==> src/rtl/lsu_pkg.sv <==
// Shared load/store unit definitions: funct3 codes, store FSM states and
// the byte-mask helper used by the store alignment path.
package lsu_pkg;

  localparam logic [2:0] F3_SB  = 3'b000;
  localparam logic [2:0] F3_SH  = 3'b001;
  localparam logic [2:0] F3_SW  = 3'b010;
  localparam logic [2:0] F3_LB  = 3'b000;
  localparam logic [2:0] F3_LH  = 3'b001;
  localparam logic [2:0] F3_LW  = 3'b010;
  localparam logic [2:0] F3_LBU = 3'b100;
  localparam logic [2:0] F3_LHU = 3'b101;

  typedef enum logic [1:0] {
    ST_IDLE  = 2'd0,
    ST_BEAT0 = 2'd1,
    ST_BEAT1 = 2'd2
  } store_state_e;

  // Right-justified byte mask of a store; zero marks an unsupported funct3.
  function automatic logic [3:0] store_byte_mask(input logic [2:0] funct3);
    case (funct3)
      F3_SB:   return 4'b0001;
      F3_SH:   return 4'b0011;
      F3_SW:   return 4'b1111;
      default: return 4'b0000;
    endcase
  endfunction

  function automatic logic [31:0] mask_to_bits(input logic [3:0] mask);
    return {{8{mask[3]}}, {8{mask[2]}}, {8{mask[1]}}, {8{mask[0]}}};
  endfunction

endpackage

==> src/rtl/store_align.sv <==
// Combinational lane alignment: places store data and byte enables into a
// two-word window starting at the word containing the store address.
module store_align
  import lsu_pkg::*;
(
  input  logic [1:0]  off,
  input  logic [2:0]  funct3,
  input  logic [31:0] wdata,
  output logic [63:0] data64,
  output logic [7:0]  be8,
  output logic        split,
  output logic        err
);

  logic [3:0]  mask;
  logic [31:0] data_trunc;

  assign mask = store_byte_mask(funct3);

  // Bytes above the access size are cleared so they never leak into lanes.
  assign data_trunc = wdata & mask_to_bits(mask);
  assign data64     = {32'b0, data_trunc} << {off, 3'b000};
  assign be8        = {4'b0, mask} << off;
  assign split      = |be8[7:4];
  assign err        = (mask == 4'b0000);

endmodule

==> src/rtl/store_unit.sv <==
// RV32I store path: accepts one SB/SH/SW at any byte address and issues one
// or two word-aligned write beats, the second when the store crosses a word.
module store_unit
  import lsu_pkg::*;
(
  input  logic         i_clk,
  input  logic         i_rst,
  input  logic         i_valid,
  output logic         o_ready,
  input  logic [31:0]  i_addr,
  input  logic [2:0]   i_funct3,
  input  logic [31:0]  i_wdata,
  output logic         o_mem_valid,
  input  logic         i_mem_ready,
  output logic [31:0]  o_mem_addr,
  output logic [31:0]  o_mem_wdata,
  output logic [3:0]   o_mem_be,
  output logic         o_done,
  output logic         o_err,
  output store_state_e o_dbg_state
);

  // Handshakes: a transfer happens on a rising edge where valid and ready are
  // both high; valid never waits on ready, and the beat outputs stay frozen
  // while o_mem_valid is high and i_mem_ready is low.

  store_state_e state, state_next;

  logic [63:0] al_data64;
  logic [7:0]  al_be8;
  logic        al_split;
  logic        al_err;

  logic [31:0] hi_wdata_q;
  logic [3:0]  hi_be_q;
  logic        split_q;

  logic        load_beat0;
  logic        load_beat1;
  logic        finish;
  logic        err_set;

  store_align u_align (
    .off    (i_addr[1:0]),
    .funct3 (i_funct3),
    .wdata  (i_wdata),
    .data64 (al_data64),
    .be8    (al_be8),
    .split  (al_split),
    .err    (al_err)
  );

  always_ff @(posedge i_clk) begin
    if (i_rst) begin
      state <= ST_IDLE;
    end else begin
      state <= state_next;
    end
  end

  always_comb begin
    state_next = state;
    load_beat0 = 1'b0;
    load_beat1 = 1'b0;
    finish     = 1'b0;
    err_set    = 1'b0;
    case (state)
      ST_IDLE: begin
        if (i_valid) begin
          if (al_err) begin
            err_set = 1'b1;
          end else begin
            load_beat0 = 1'b1;
            state_next = ST_BEAT0;
          end
        end
      end
      ST_BEAT0: begin
        if (i_mem_ready) begin
          if (split_q) begin
            load_beat1 = 1'b1;
            state_next = ST_BEAT1;
          end else begin
            finish     = 1'b1;
            state_next = ST_IDLE;
          end
        end
      end
      ST_BEAT1: begin
        if (i_mem_ready) begin
          finish     = 1'b1;
          state_next = ST_IDLE;
        end
      end
      default: state_next = ST_IDLE;
    endcase
  end

  // Beat registers: beat0 loads at accept, the upper half is parked for beat1.
  always_ff @(posedge i_clk) begin
    if (i_rst) begin
      o_mem_addr  <= 32'h0;
      o_mem_wdata <= 32'h0;
      o_mem_be    <= 4'h0;
      hi_wdata_q  <= 32'h0;
      hi_be_q     <= 4'h0;
      split_q     <= 1'b0;
      o_done      <= 1'b0;
      o_err       <= 1'b0;
    end else begin
      o_done <= finish;
      o_err  <= err_set;
      if (load_beat0) begin
        o_mem_addr  <= {i_addr[31:2], 2'b00};
        o_mem_wdata <= al_data64[31:0];
        o_mem_be    <= al_be8[3:0];
        hi_wdata_q  <= al_data64[63:32];
        hi_be_q     <= al_be8[7:4];
        split_q     <= al_split;
      end else if (load_beat1) begin
        o_mem_addr  <= o_mem_addr + 32'd4;
        o_mem_wdata <= hi_wdata_q;
        o_mem_be    <= hi_be_q;
      end else if (finish) begin
        o_mem_be <= 4'h0;
      end
    end
  end

  assign o_ready     = (state == ST_IDLE);
  assign o_mem_valid = (state != ST_IDLE);
  assign o_dbg_state = state;

endmodule

==> config.mk <==
export PLATFORM = sky130hd
export DESIGN_NAME = store_unit
export DESIGN_NICKNAME = d
export VERILOG_FILES = /design/src/rtl/lsu_pkg.sv /design/src/rtl/store_align.sv /design/src/rtl/store_unit.sv
export SDC_FILE = /design/constraint.sdc
export NUM_CORES = 1
export LEC_CHECK = 0
export BUFFER_PORTS_ARGS = -buffer_cell sky130_fd_sc_hd__clkbuf_2
export CORE_ASPECT_RATIO = 0.9
export CORE_MARGIN = 5
export CORE_UTILIZATION = 53
export DETAILED_ROUTE_END_ITERATION = 10
export PLACE_DENSITY = 0.91
export SYNTH_ARGS = -nofsm -noshare
export SYNTH_HDL_FRONTEND = slang
export SYNTH_SLANG_ARGS = --single-unit
==> constraint.sdc <==
create_clock -name i_clk -period 2.45 [get_ports i_clk]
set_input_delay 0.3675 -clock i_clk [delete_from_list [all_inputs] [get_ports i_clk]]
set_output_delay 0.3675 -clock i_clk [all_outputs]
set_load 0.01 [all_outputs]
==> impl_metrics.json <==
{
  "synthCells": 628,
  "placed_area_mm2": 0.00616,
  "endpoint_kind": "register",
  "num_rows": 34,
  "drt_pass1_iterations": 7,
  "num_io_pins": 145,
  "synth_area_leader_cell": "dfxtp_1",
  "core_mm2": 0.00970,
  "setup_ws_ps": 128,
  "slowest_stage": "or4_4",
  "rsz0062_at_grt": "no",
  "clockBufferDepth": 2,
  "stdcell_area_mm2": 0.00640,
  "netlist_area_mm2": 0.00528,
  "clkSinkCount": 98,
  "hold_viol": 0,
  "place.gp.congestion": 0.945,
  "tightest_slew_ps": 669,
  "slew_violations": 0,
  "path_delay_family": "simple AND/OR/NAND/NOR gates",
  "p_leak_nw": 2.50,
  "period_needed_ps": 2320,
  "start_util": 0.544,
  "grt_pass1_wl_um": 26900,
  "crit_type": "reg -> reg",
  "drt_iter0_drc": 679,
  "gr-total-overflow": 0,
  "grt_antenna_before_repair": 0,
  "critPathMaxFanout": 6,
  "layout-drive-gt1-share": 0.275,
  "final.setup_skew_ps": 13.0,
  "synth_area_leaders": "dfxtp_1, nor2_1, a311oi_1",
  "drc": 0,
  "pwr_density_cell_mw_per_mm2": 567,
  "cts_buffers": 9,
  "place_ws_ps": 54.5,
  "status": "finished clean",
  "grt_max_degree": 54,
  "vias": 5643,
  "grt_pass1_vias": 5395,
  "avgSynthCellArea_um2": 8.41,
  "fin_setup_tns_ps": 0,
  "slowest_delay_ps": 610,
  "ys_seq_area_frac": 0.372,
  "ctsRootBufferMaster": "clkbuf_8",
  "area_growth_pct": 21.3,
  "synth_edf_count": 0,
  "clock_latency_ps": 370,
  "final-setup-viol-count": 0,
  "antenna_left": 0,
  "htreeDepth": 3,
  "path_buf_inv": 1,
  "die_w_um": 115,
  "required_ps": 2730,
  "grt.total_usage": 0.272,
  "nNetsFinal": 829,
  "drt_wl_total_um": 16900,
  "fp.dieArea_mm2": 0.0121,
  "ys_warn_count": 0,
  "cp-start-kind": "register",
  "nFillCells": 799,
  "synth_ff_type": "dfxtp_1",
  "path_cells": "inv_1 > ha_1 > nand3_1 > or4_4 > or4_1 > a311oi_1",
  "dp_hpwl_um": 12400,
  "post-route-util": 0.660,
  "path_clk_slew_ps": 100,
  "relSlewSlack": 0.553,
  "die_y_um": 105,
  "ctsResizeCount": 0,
  "cts_tree": "yes",
  "fin_crit_sh": 0.948,
  "synthArstFlopShare": 0,
  "antennaDiodeCount": 0,
  "min_path_type": "in -> reg",
  "peakVddDrop_mv": 0.374,
  "yosys_register_bits": 98,
  "io_buffer_count": 142,
  "crit_arrival_ps": 2600,
  "cts_setup_buffers": 0,
  "synth_top_area_frac": 0.372,
  "ys_types": 56,
  "max_freq_mhz": 431,
  "drv_cap": 0,
  "wire_per_inst_um": 19.1,
  "holdWs_ps": 238,
  "vias_per_cell": 6.38,
  "hold_buffers": 0
}
## logic make-up after synthesis
kind of cell / count (synthesis) / share of synthesized area
and+or+nand+nor: 222 / 0.218
AOI/OAI and AO/OA: 196 / 0.271
DFF: 98 / 0.372
buffers and inverters: 67 / 0.0514
muxes: 32 / 0.0645
xor gates and xnor gates: 8 / 0.0133
adders and majority gates: 4 / 0.00948
other: 1 / 0.000710
## registers in the layout, summed over array words and instances (netlist names)
register     cells
hi_wdata_q      24
o_err            1
hi_be_q          3
o_mem_wdata     32
o_dbg_state      2
o_mem_addr      30
o_done           1
split_q          1
o_mem_be         4
## where the power goes
part	total (W)	leakage (nW)	internal (W)	switching, W
sequential	0.00175	0.799	0.00167	0.0000816
combinational	0.000612	1.59	0.000249	0.000363
clock	0.00127	0.113	0.000683	0.000583
## per-layer routing
| layer | share of wire | track usage | up-vias |
|---|---|---|---|
| met5 | 0 | 0 | - |
| met4 | 0.037 | 0.113 | 0 |
| met3 | 0.095 | 0.0520 | 62 |
| met2 | 0.45 | 0.415 | 366 |
| met1 | 0.42 | 0.375 | 2579 |
| li1 | - | - | 2636 |
## stage by stage
stage                     instances  total power (W)
final                           885          0.00363
after global routing            885          0.00377
after CTS                       885          0.00364
after detailed placement        869          0.00238
after global placement          869          0.00236
after floorplan                 629          0.00212
## path summary, 6_finish.rpt
kind / from / depth (start not counted) / end / slack, ps
min: i_addr[25] / 3 / o_mem_addr[25] / 240
max reg2reg: o_dbg_state[1] / 6 / o_mem_addr[17] / 130
min reg2reg: hi_be_q[0] / 2 / hi_be_q[0] / 470
max: o_dbg_state[1] / 6 / o_mem_addr[17] / 130
## final cells by class
class | instances | area (µm²) | area share
Clock inverter | 6 | 114 | 0.0178
Sequential cell | 98 | 1960 | 0.306
Inverter | 13 | 48.8 | 0.00762
Timing Repair Buffer | 168 | 943 | 0.147
Tap cell | 126 | 158 | 0.0246
Multi-Input combinational cell | 464 | 3050 | 0.476
Clock buffer | 10 | 128 | 0.0199
## synthesized netlist by cell type, types with 4 or more instances
master / number
o21a_1: 9
o22a_1: 8
mux2i_1: 16
a221oi_1: 13
nand2b_1: 12
a211oi_1: 18
a32oi_1: 8
mux2_2: 16
nor4_1: 11
a22o_1: 8
clkbuf_1: 35
a211o_1: 4
or3_1: 7
a22oi_1: 17
and3_1: 4
a21oi_1: 27
buf_1: 7
xnor2_1: 4
a311oi_1: 21
o211ai_1: 9
inv_1: 13
nand4_1: 11
o21ai_0: 27
xor2_1: 4
nand3_1: 12
buf_2: 10
nand2_1: 46
nor2_1: 71
nor3_1: 15
o31ai_1: 6
or4_1: 7
o2bb2ai_1: 10
dfxtp_1: 98
ha_1: 4
and4_1: 9
## cell usage in the layout, fill, tap and decap left out, types with 13 or more instances in the layout
cell type and n:
mux2i_1 16, a221oi_1 13, mux2_2 16, a311oi_1 21, a22oi_1 17, a21oi_1 27, clkbuf_2 142, buf_4 23
inv_1 13, nor3_1 15, o21ai_0 27, a211oi_1 18, nand2_1 45, dfxtp_1 98, nor2_1 71
## worst reg2reg max path: cells and delay by family (launching register included)
family | cells | cell delay [ps]
flops | 1 | 370
fa+ha+maj | 1 | 250
compound gates | 1 | 240
buf+inv | 1 | 100
simple gates | 3 | 1270
No activity file was read; power rests on OpenSTA's default activity.
